==> config.mk <==
export PLATFORM = sky130hd
export DESIGN_NAME = mem_port_arbiter
export DESIGN_NICKNAME = d
export VERILOG_FILES = /design/src/rtl/mem_port_arbiter.sv
export SDC_FILE = /design/constraint.sdc
export NUM_CORES = 1
export LEC_CHECK = 0
export ABC_AREA = 1
export BUFFER_PORTS_ARGS = -buffer_cell sky130_fd_sc_hd__buf_2
export CAP_MARGIN = 5
export CORE_AREA = 2 2 119 121
export CTS_CLUSTER_DIAMETER = 150
export DETAILED_ROUTE_END_ITERATION = 7
export DIE_AREA = 0 0 121 123
export PLACE_DENSITY_LB_ADDON = 0.1
export SETUP_SLACK_MARGIN = 0.02
export SLEW_MARGIN = 30
export SYNTH_ARGS = -nofsm -noshare
export SYNTH_HDL_FRONTEND = slang
export SYNTH_SLANG_ARGS = --single-unit
==> constraint.sdc <==
create_clock -name clk -period 1.8 [get_ports clk]
set_clock_uncertainty 0.1 [all_clocks]
set_input_delay 0.36 -clock clk [delete_from_list [all_inputs] [get_ports clk]]
set_output_delay 0.36 -clock clk [all_outputs]
set_load 0.005 [all_outputs]
==> src/rtl/mem_port_arbiter.sv <==
`default_nettype none
// ============================================================================
// Module   : mem_port_arbiter
// Brief    : Round-robin arbiter sharing one memory port between fetch (m0)
//            and load/store (m1), one transaction in flight, with timeout.
// Revision : 1.0 - initial release
// ============================================================================
module mem_port_arbiter #(
   parameter int ADDR_WIDTH     = 32,
   parameter int DATA_WIDTH     = 32,
   parameter int TIMEOUT_CYCLES = 255
) (
   input  logic                  clk,
   input  logic                  rst_n,
   input  logic                  m0_req_valid,
   output logic                  m0_req_ready,
   input  logic [ADDR_WIDTH-1:0] m0_addr,
   input  logic                  m0_we,
   input  logic [DATA_WIDTH-1:0] m0_wdata,
   output logic                  m0_resp_valid,
   output logic [DATA_WIDTH-1:0] m0_resp_rdata,
   output logic                  m0_resp_err,
   input  logic                  m1_req_valid,
   output logic                  m1_req_ready,
   input  logic [ADDR_WIDTH-1:0] m1_addr,
   input  logic                  m1_we,
   input  logic [DATA_WIDTH-1:0] m1_wdata,
   output logic                  m1_resp_valid,
   output logic [DATA_WIDTH-1:0] m1_resp_rdata,
   output logic                  m1_resp_err,
   output logic                  mem_req_valid,
   input  logic                  mem_req_ready,
   output logic [ADDR_WIDTH-1:0] mem_addr,
   output logic                  mem_we,
   output logic [DATA_WIDTH-1:0] mem_wdata,
   input  logic                  mem_resp_valid,
   input  logic [DATA_WIDTH-1:0] mem_resp_rdata,
   output logic                  busy,
   output logic                  grant_id
);

   typedef enum logic [1:0] {
      ST_IDLE  = 2'd0,
      ST_ISSUE = 2'd1,
      ST_WAIT  = 2'd2
   } state_t;

   localparam logic [15:0] c_timeout_last = 16'(TIMEOUT_CYCLES - 1);

   state_t                r_state;
   state_t                w_state_nxt;
   logic                  r_last_grant;
   logic                  r_grant_id;
   logic [ADDR_WIDTH-1:0] r_addr;
   logic                  r_we;
   logic [DATA_WIDTH-1:0] r_wdata;
   logic [15:0]           r_cnt;

   logic                  w_pick;
   logic                  w_accept;
   logic                  w_rsp_valid;
   logic                  w_rsp_err;
   logic [DATA_WIDTH-1:0] w_rsp_rdata;

   // Under contention the master that did not win last time is chosen.
   always_comb begin
      w_pick = (m0_req_valid & m1_req_valid) ? ~r_last_grant : m1_req_valid;
   end

   always_comb begin
      w_state_nxt   = r_state;
      w_accept      = 1'b0;
      w_rsp_valid   = 1'b0;
      w_rsp_err     = 1'b0;
      w_rsp_rdata   = '0;
      m0_req_ready  = 1'b0;
      m1_req_ready  = 1'b0;
      mem_req_valid = 1'b0;
      case (r_state)
         ST_IDLE: begin
            // Readies are combinational, so hold them low while reset is applied.
            if (rst_n && (m0_req_valid || m1_req_valid)) begin
               w_accept     = 1'b1;
               m0_req_ready = ~w_pick;
               m1_req_ready = w_pick;
               w_state_nxt  = ST_ISSUE;
            end
         end
         ST_ISSUE: begin
            mem_req_valid = 1'b1;
            if (mem_req_ready) begin
               w_state_nxt = ST_WAIT;
            end
         end
         ST_WAIT: begin
            // A real response beats a coincident timeout.
            if (mem_resp_valid) begin
               w_rsp_valid = 1'b1;
               w_rsp_rdata = r_we ? '0 : mem_resp_rdata;
               w_state_nxt = ST_IDLE;
            end else if (r_cnt == c_timeout_last) begin
               w_rsp_valid = 1'b1;
               w_rsp_err   = 1'b1;
               w_state_nxt = ST_IDLE;
            end
         end
         default: begin
            w_state_nxt = ST_IDLE;
         end
      endcase
   end

   always_ff @(posedge clk or negedge rst_n) begin
      if (!rst_n) begin
         r_state      <= ST_IDLE;
         r_last_grant <= 1'b1;
         r_grant_id   <= 1'b0;
         r_addr       <= '0;
         r_we         <= 1'b0;
         r_wdata      <= '0;
         r_cnt        <= '0;
      end else begin
         r_state <= w_state_nxt;
         if (w_accept) begin
            r_grant_id <= w_pick;
            r_addr     <= w_pick ? m1_addr  : m0_addr;
            r_we       <= w_pick ? m1_we    : m0_we;
            r_wdata    <= w_pick ? m1_wdata : m0_wdata;
         end
         if (r_state == ST_ISSUE) begin
            r_cnt <= '0;
         end else if (r_state == ST_WAIT) begin
            r_cnt <= r_cnt + 16'd1;
         end
         if (w_rsp_valid) begin
            r_last_grant <= r_grant_id;
         end
      end
   end

   assign m0_resp_valid = w_rsp_valid & ~r_grant_id;
   assign m1_resp_valid = w_rsp_valid &  r_grant_id;
   assign m0_resp_err   = w_rsp_err   & ~r_grant_id;
   assign m1_resp_err   = w_rsp_err   &  r_grant_id;
   assign m0_resp_rdata = r_grant_id ? '0 : w_rsp_rdata;
   assign m1_resp_rdata = r_grant_id ? w_rsp_rdata : '0;

   assign mem_addr  = r_addr;
   assign mem_we    = r_we;
   assign mem_wdata = r_wdata;
   assign busy      = (r_state != ST_IDLE);
   assign grant_id  = r_grant_id;

endmodule
`default_nettype wire

# Yosys cells after proc, flatten, opt, wreduce, memory -nomap -nowiden
# Cells that the tools add are included.
totals:
  register_bits: 85
  output_inout_bits: 138
  elab_cells: 56
classes:
  addsub: 1
  n_eq_ne: 6
  mux: 28
  n_bitwise: 8
  n_reduce_logical: 6
op_table:
  columns: ["op", "n"]
  rows:
  - ["two-way mux 32 bit", 7]
  - ["two-way mux 16 bit", 2]
  - ["adder 16 x 1 -> 16 bit (second input constant)", 1]
  - ["== test 16 x 8 -> 1 bit (second input constant)", 1]
  - ["two-way mux 1 bit", 14]
  - ["two-way mux 2 bit", 4]
  - ["one-hot mux 2 bit (3 select lines)", 1]
  - ["bitwise AND 1 bit", 5]
  - ["inequality test 2 bit (second input constant)", 2]
  - ["nonzero test 2 bit", 2]
  - ["inequality test 3 bit (second input constant)", 1]
  - ["inverter 1 bit", 3]
  - ["AND reduction 3 bit", 1]
  - ["== test 2 x 1 -> 1 bit (second input constant)", 1]
  - ["== test 2 bit (second input constant)", 1]
  - ["logical NOT 2 bit", 1]
  - ["logical AND 1 bit", 1]
  - ["logical OR 1 bit", 1]

# Logic depth before layout (Yosys ltp)
# Gate-level depths: netlist (run 1).
depth:
  word_depth: 5
  mapped_depth: 11
  mapped_depth_nobuf: 10

# Worst setup path before layout (run 1)
# OpenSTA, ideal clock, no wires.
synth_path:
  path_kind: "reg2out"
  startpoint: "register r_state[0]"
  endpoint: "output m0_resp_rdata[10]"
  arrival_time_ps: 1323
  required_ps: 1340
  setup_slack_ps: 17
  stages_incl_launch_ff: 7
  n_path_buf: 2
  path_cell_list: "dfrtp_1 > inv_1 > ha_1 > inv_1 > buf_2 > buf_1 > nor4_1"
synth_via:
  elab_chain_cells: 3
synth_rtl:
  columns: ["item", "line", "text"]
  rows:
  - ["start: declaration", "50", "state_t r_state;"]
  - ["start signal: assignment", "123", "r_state <= w_state_nxt;"]
  - ["== test 2 bit", "79", "case (r_state)"]
  - ["two-way mux 32 bit", "79", null]
  - ["two-way mux 32 bit", "145", "assign m0_resp_rdata = r_grant_id ? '0 : w_rsp_rdata;"]
  - ["end: declaration", "21", "output logic [DATA_WIDTH-1:0] m0_resp_rdata,"]
# Every way passes these cells.

# Worst setup path in the final report (run 1)
layout_path:
  startpoint: "register r_state[0]"
  endpoint: "output m0_resp_rdata[8]"
# Same word-level chain as after synthesis.

==> impl_metrics.yaml, run 1 <==
outcome:
  status: "finished, violations left"
  violations: "hold timing, setup timing"
global_route:
  grt_pass1_vias: 5643
  grt_max_degree: 86
  grt_usage_pct: 25.0
  overflow: 0
  antenna_found_initial: 0
  grt_pass1_wl_mm: 28.9
cts:
  clkSlewWorstSetupHoldPaths_ns: 0.06
  cts_tree: "done"
  cts_buffers: 9
  clock_latency_ns: 0.34
  cts.path.max_buffers: 2
  hold_buffers: 0
  cts_max_level: 3
  cts.sinks: 85
  cts-root-buf: "clkbuf_16"
power:
  ir_drop_mv: 0.644
  leakagePower_nw: 5.14
  cellPowerDensity_nw_per_um2: 1260
critical_path:
  endpoint_kind: "output port"
  cp_max_fo: 13
  reg2regPathDepth: 13
  cp.required_ns: 1.34
  critical_path_class: "flop to output port"
  arrival_ns: 1.76
  worstSetupStartpointType: "flop"
floorplan:
  die_area_um2: 14900
  initial_core_util_pct: 35.4
  io_pins: 306
  num_rows: 43
  die_w_um: 121
  die-height_um: 123
  core-area_um2: 13600
detailed_routing:
  dr_wl_met2_mm: 11.6
  dr_total_vias: 6013
  avgRoutedWirePerCell_um: 18.8
  dr_wl_met3_mm: 1.57
  remaining_drc_errors: 0
  via_per_inst: 5.06
  drtAntennaViolNets: 0
  drt_iter0_drc: 275
  drtPass1Iterations: 4
  finalWirelength_mm: 22.3
  wirelength_met1_mm: 8.37
  highest_layer: "met4"
synthesis:
  post-synth-top-count-cell: "nand2_1"
  synthMuxAreaShare_pct: 0
  synth_top_family_by_area: "simple AND/OR/NAND/NOR gates"
  ys.flop_type: "dfrtp_1"
  synth_cell_types: 30
  ys_top_cells_by_area: "dfrtp_1 (44%), nand2_1 (19%), nand3_1 (7.8%), nor4_1 (5.7%), nor4_2 (5.2%)"
  yosysSeqAreaShare_pct: 44.2
  synth_compound_area_share_pct: 2.24
  synth_fa_ha_area_share_pct: 1.56
  syn_nets: 811
  yosysWarnings: 0
  netlist_instances: 637
  synthSimpleGateAreaFrac_pct: 41.4
  synth-xor-area-share_pct: 0.364
  synth_area_um2: 4810
  synth_edf_count: 0
  synth-seq-cells: 85
  async_flop_share_pct: 100
  avgSynthCellArea_um2: 7.56
  synth_top_cells_by_count: "nand2_1 (242), dfrtp_1 (84), nand3_1 (75)"
  synth_top_area_share_pct: 43.7
  synth_top_cell_by_area: "dfrtp_1"
cells_and_area:
  fin_nets: 1178
  area_delta_synth_final_pct: 97.2
  register_area_um2: 2130
  fillers: 1057
  multiInputGateArea_um2: 3670
  antenna_cells: 0
  drive_gt1_share_pct: 65.9
  finalNonFillerCells: 1189
placed_design:
  place_inst: 1120
  numPortBuffers: 305
  gp_congestion: 0.808
  dpl.hpwl_mm: 12.1
sta:
  worstMarginPinSlew_ns: 0.468
  layout_min_cycle_time_ns: 2.22
  setup_ws_ns: -0.419
  max_freq_mhz: 451
  max_slew_margin_pct: 68.8
  hold_slack_ns: -0.0273
  fin_crit_sh_pct: 123
  final-max-slew-violation-count: 0
  grt_setup_unrepaired: "yes"
  hold_viol_final: 20
  setup_violations: 134
min_path:
  hold_path.class: "input port to async pin"
flow_run:
  max-cap-violations: 0
==> cells in the final DEF, fill, tap and decap left out, drive strengths merged <==
| cell type | netlist | layout |
|---|---|---|
| a21oi | 9 | 9 |
| a31oi | 1 | 1 |
| buf | 37 | 386 |
| bufinv | 0 | 1 |
| clkbuf | 6 | 23 |
| clkinv | 0 | 1 |
| clkinvlp | 0 | 2 |
| dfrtp | 84 | 84 |
| dfstp | 1 | 1 |
| ha | 6 | 6 |
| inv | 61 | 62 |
| nand2 | 242 | 242 |
| nand3 | 75 | 75 |
| nand3b | 1 | 1 |
| nand4 | 1 | 1 |
| nor2 | 31 | 31 |
| nor3 | 3 | 3 |
| nor3b | 2 | 2 |
| nor4 | 64 | 64 |
| o21ai | 9 | 9 |
| o21bai | 1 | 1 |
| or2 | 1 | 2 |
| xor2 | 2 | 2 |
==> critical path, stage by stage, from the launching register on <==
cell and delay (ns):
dfrtp_1 0.39, inv_2 0.10, ha_4 0.19, inv_12 0.08, clkbuf_16 0.17, nor4_2 0.30
buf_2 0.18
==> final cells by class <==
cell class	count	area share, %
Multi-Input combinational cell	449	38.6
Timing Repair Buffer	398	30.8
Sequential cell	85	22.4
Inverter	61	2.60
Clock buffer	11	2.56
Tap cell	180	2.37
Clock inverter	5	0.619
==> cells by family after synthesis <==
logic type	count (synthesis)
compound gates	20
buf+inv	104
fa+ha+maj	6
simple gates	420
xor+xnor	2
flops	85
==> report_power, final <==
group	internal [mW]	switching, mW
combinational	3.14	3.80
clock	1.12	0.766
sequential	2.69	0.457
total	6.94	5.03
==> routing by layer <==
metal  vias up  track usage (%)
met2       285             45.2
met1      2871             28.6
met3        44             5.95
met5         -                0
met4         0             9.67
li1       2813                -
==> repair_timing <==
item / in CTS / in global routing
setup endpoints to repair: 136 / 142
setup buffers: 25 / 9
pin swaps: 21 / 13
gates resized for setup: 243 / 137
gates cloned: 12 / 17
==> metrics by stage <==
step	area (um2)	power, mW	utilization (%)	setup slack (ns)	TNS, ns
4_1_cts	8530	10.8	62.7	-0.335	-24.76
6_report	9490	12.0	69.7	-0.419	-23.89
3_5_place_dp	6690	7.19	49.1	-0.298	-7.26
2_1_floorplan	4810	5.27	-	0.0171	0
5_1_grt	9490	12.6	69.7	-0.480	-32.81
3_3_place_gp	6690	7.21	49.1	-0.269	-4.06
==> sequential cells by signal, indices dropped and copies added, names as in the netlist <==
signal        flops
r_cnt            16
mem_we            1
mem_addr         32
r_state           2
r_last_grant      1
grant_id          1
mem_wdata        32
==> final timing paths <==
check                                   from               end  slack [ns]
worst max-delay path              r_state[0]  m0_resp_rdata[8]       -0.42
worst min-delay path                   rst_n     mem_wdata[22]       -0.03
worst max register to register    r_state[0]      mem_addr[18]       -0.10
worst min register to register  r_last_grant      r_last_grant        0.39
max in group asynchronous              rst_n         r_cnt[11]        1.25
min in group clk                 m0_addr[19]      mem_addr[19]        0.12
(Power assumes the default switching activity.)
==> run 2, diff against run 1 <==
==> constraint.sdc (replaced) <==
create_clock -name clk -period 1.8 [get_ports clk]
set_clock_uncertainty 0.1 [all_clocks]
set_input_delay 0.09 -clock clk [delete_from_list [all_inputs] [get_ports clk]]
set_output_delay 0.09 -clock clk [all_outputs]
set_load 0.005 [all_outputs]
==> run 2 against run 1 <==
- the run ends with setup timing left
- first-iteration DRC count fell by 3.6%
- clock-buffer cell count fell by 1
- sequential cell count did not move
- cell area fell by 5.6%
- final cell count rose by 7.6%
- die area did not move
- worst hold slack improved by 0.14 ns
- core utilization fell by 3.9 points
- largest cell class is now non-clock buffers
- largest power group unchanged
- maximum frequency rose by 16%
- sequential share of layout area rose by 1.3 points
==> impl_metrics.yaml, run 2 (synthesized netlist as in run 1, its figures left out) <==
detailed_routing:
  drtPass1Iterations: 4
  drt_iter0_drc: 265
  drtAntennaViolNets: 0
  avgRoutedWirePerCell_um: 15.6
  via_per_inst: 4.81
  dr_total_vias: 6157
  finalWirelength_mm: 19.9
  remaining_drc_errors: 0
power:
  leakagePower_nw: 4.67
  power.total_mw: 10.3
  ir_drop_mv: 0.642
  cellPowerDensity_nw_per_um2: 1140
critical_path:
  arrival_ns: 1.73
  r2r-start: "r_state[1]"
  startpoint: "r_state[1]"
  cp_max_fo: 17
  cp.required_ns: 1.61
  worstSetupStartpointType: "flop"
  endpoint_kind: "output port"
  critical_path_class: "flop to output port"
sta:
  setup_ws_ns: -0.115
  hold_slack_ns: 0.108
  fin_crit_sh_pct: 106
  finalSetupTns_ns: -0.896
  setup_violations: 35
  worstMarginPinSlew_ns: 0.463
  grt_setup_unrepaired: "yes"
  max_freq_mhz: 522
  hold_viol_final: 0
  max_slew_margin_pct: 69.1
  layout_min_cycle_time_ns: 1.92
  final-max-slew-violation-count: 0
cells_and_area:
  fillers: 1088
  area_delta_synth_final_pct: 86.1
  fin_util_pct: 65.8
  final_cell_mix: "buf_2 (301), nand2_1 (238), dlygate4sd3_1 (131), dfrtp_1 (84), nand3_1 (73)"
  antenna_cells: 0
  design_area_um2: 8960
  final_common_cell: "buf_2"
  fin_nets: 1270
  drive_gt1_share_pct: 40.3
floorplan:
  core-area_um2: 13600
  die_w_um: 121
  io_pins: 306
  die-height_um: 123
  num_rows: 43
  initial_core_util_pct: 35.4
  die_area_um2: 14900
outcome:
  violations: "setup timing"
  status: "finished, violations left"
cts:
  cts-root-buf: "clkbuf_16"
  cts.sinks: 85
  cts_max_level: 3
  cts.path.max_buffers: 2
  clock_latency_ns: 0.33
  cts_buffers: 9
  cts_tree: "done"
  clkSlewWorstSetupHoldPaths_ns: 0.06
global_route:
  antenna_found_initial: 0
  overflow: 0
  grt_pass1_vias: 6055
  grt_usage_pct: 25.2
  grt_max_degree: 86
  grt_pass1_wl_mm: 29.6
min_path:
  hold_path.class: "input port to flop"
  hp-start: "mem_req_ready"
flow_run:
  max-cap-violations: 0
placed_design:
  numPortBuffers: 305
  gp_congestion: 0.778
  dpl.hpwl_mm: 11.9
  dpl_cell_area_um2: 6590
[run 2: per-stage QoR]
step | worst slack, ns | cells
global route | -0.136 | 1279
CTS | -0.0845 | 1270
detailed placement | 0.000598 | 1104
finish | -0.115 | 1279
global placement | 0.00613 | 1104
floorplan | 0.177 | 637
[run 2: layout make-up]
type	instances	area, um2	area share [%]
Timing Repair Buffer	491	3550	39.6
Multi-Input combinational cell	448	2500	27.9
Sequential cell	85	2130	23.8
Inverter	61	241	2.70
Clock buffer	10	239	2.67
Tap cell	180	225	2.51
Clock inverter	4	73.8	0.824
[run 2: critical path, cell delays in order, from the launching register on]
cell	delay (ns)
dfrtp_1	0.40
buf_6	0.12
ha_4	0.17
inv_8	0.08
buf_12	0.16
nor4_1	0.28
buf_2	0.17
[run 2: metal layers]
layer	global-route usage, %	routed length [um]	vias up	part of all wire, %
met5	0	0	-	0
met1	27.6	7760	2863	39
met3	6.32	1400	38	7.0
met2	45.8	10100	274	51
li1	-	-	2982	-
met4	11.4	649	0	3.3
[run 2: where the power goes]
group          internal, mW  total (mW)  switching (mW)
registers              2.69        3.16           0.469
logic                  2.35        5.12            2.77
clock network          1.24        1.98           0.738
[run 2: worst paths after layout]
| check | to | slack, ns | depth (start not counted) |
|---|---|---|---|
| setup / recovery | m0_resp_rdata[18] | -0.12 | 6 |
| hold / removal | r_state[1] | 0.11 | 5 |
| setup reg to reg | mem_wdata[29] | 0.11 | 10 |
| hold reg to reg | r_last_grant | 0.38 | 2 |
| max in group asynchronous | r_last_grant | 0.95 | 3 |
| min in group asynchronous | mem_wdata[18] | 0.27 | 3 |
[run 2: what timing repair did]
item | CTS | global route
buffers inserted | 17 | 6
pin swaps | 13 | 7
hold endpoints to repair | 149 | 0
cloned | 4 | 3
hold buffers | 131 | 0
setup endpoints to repair | 69 | 114
gates resized for setup | 35 | 41
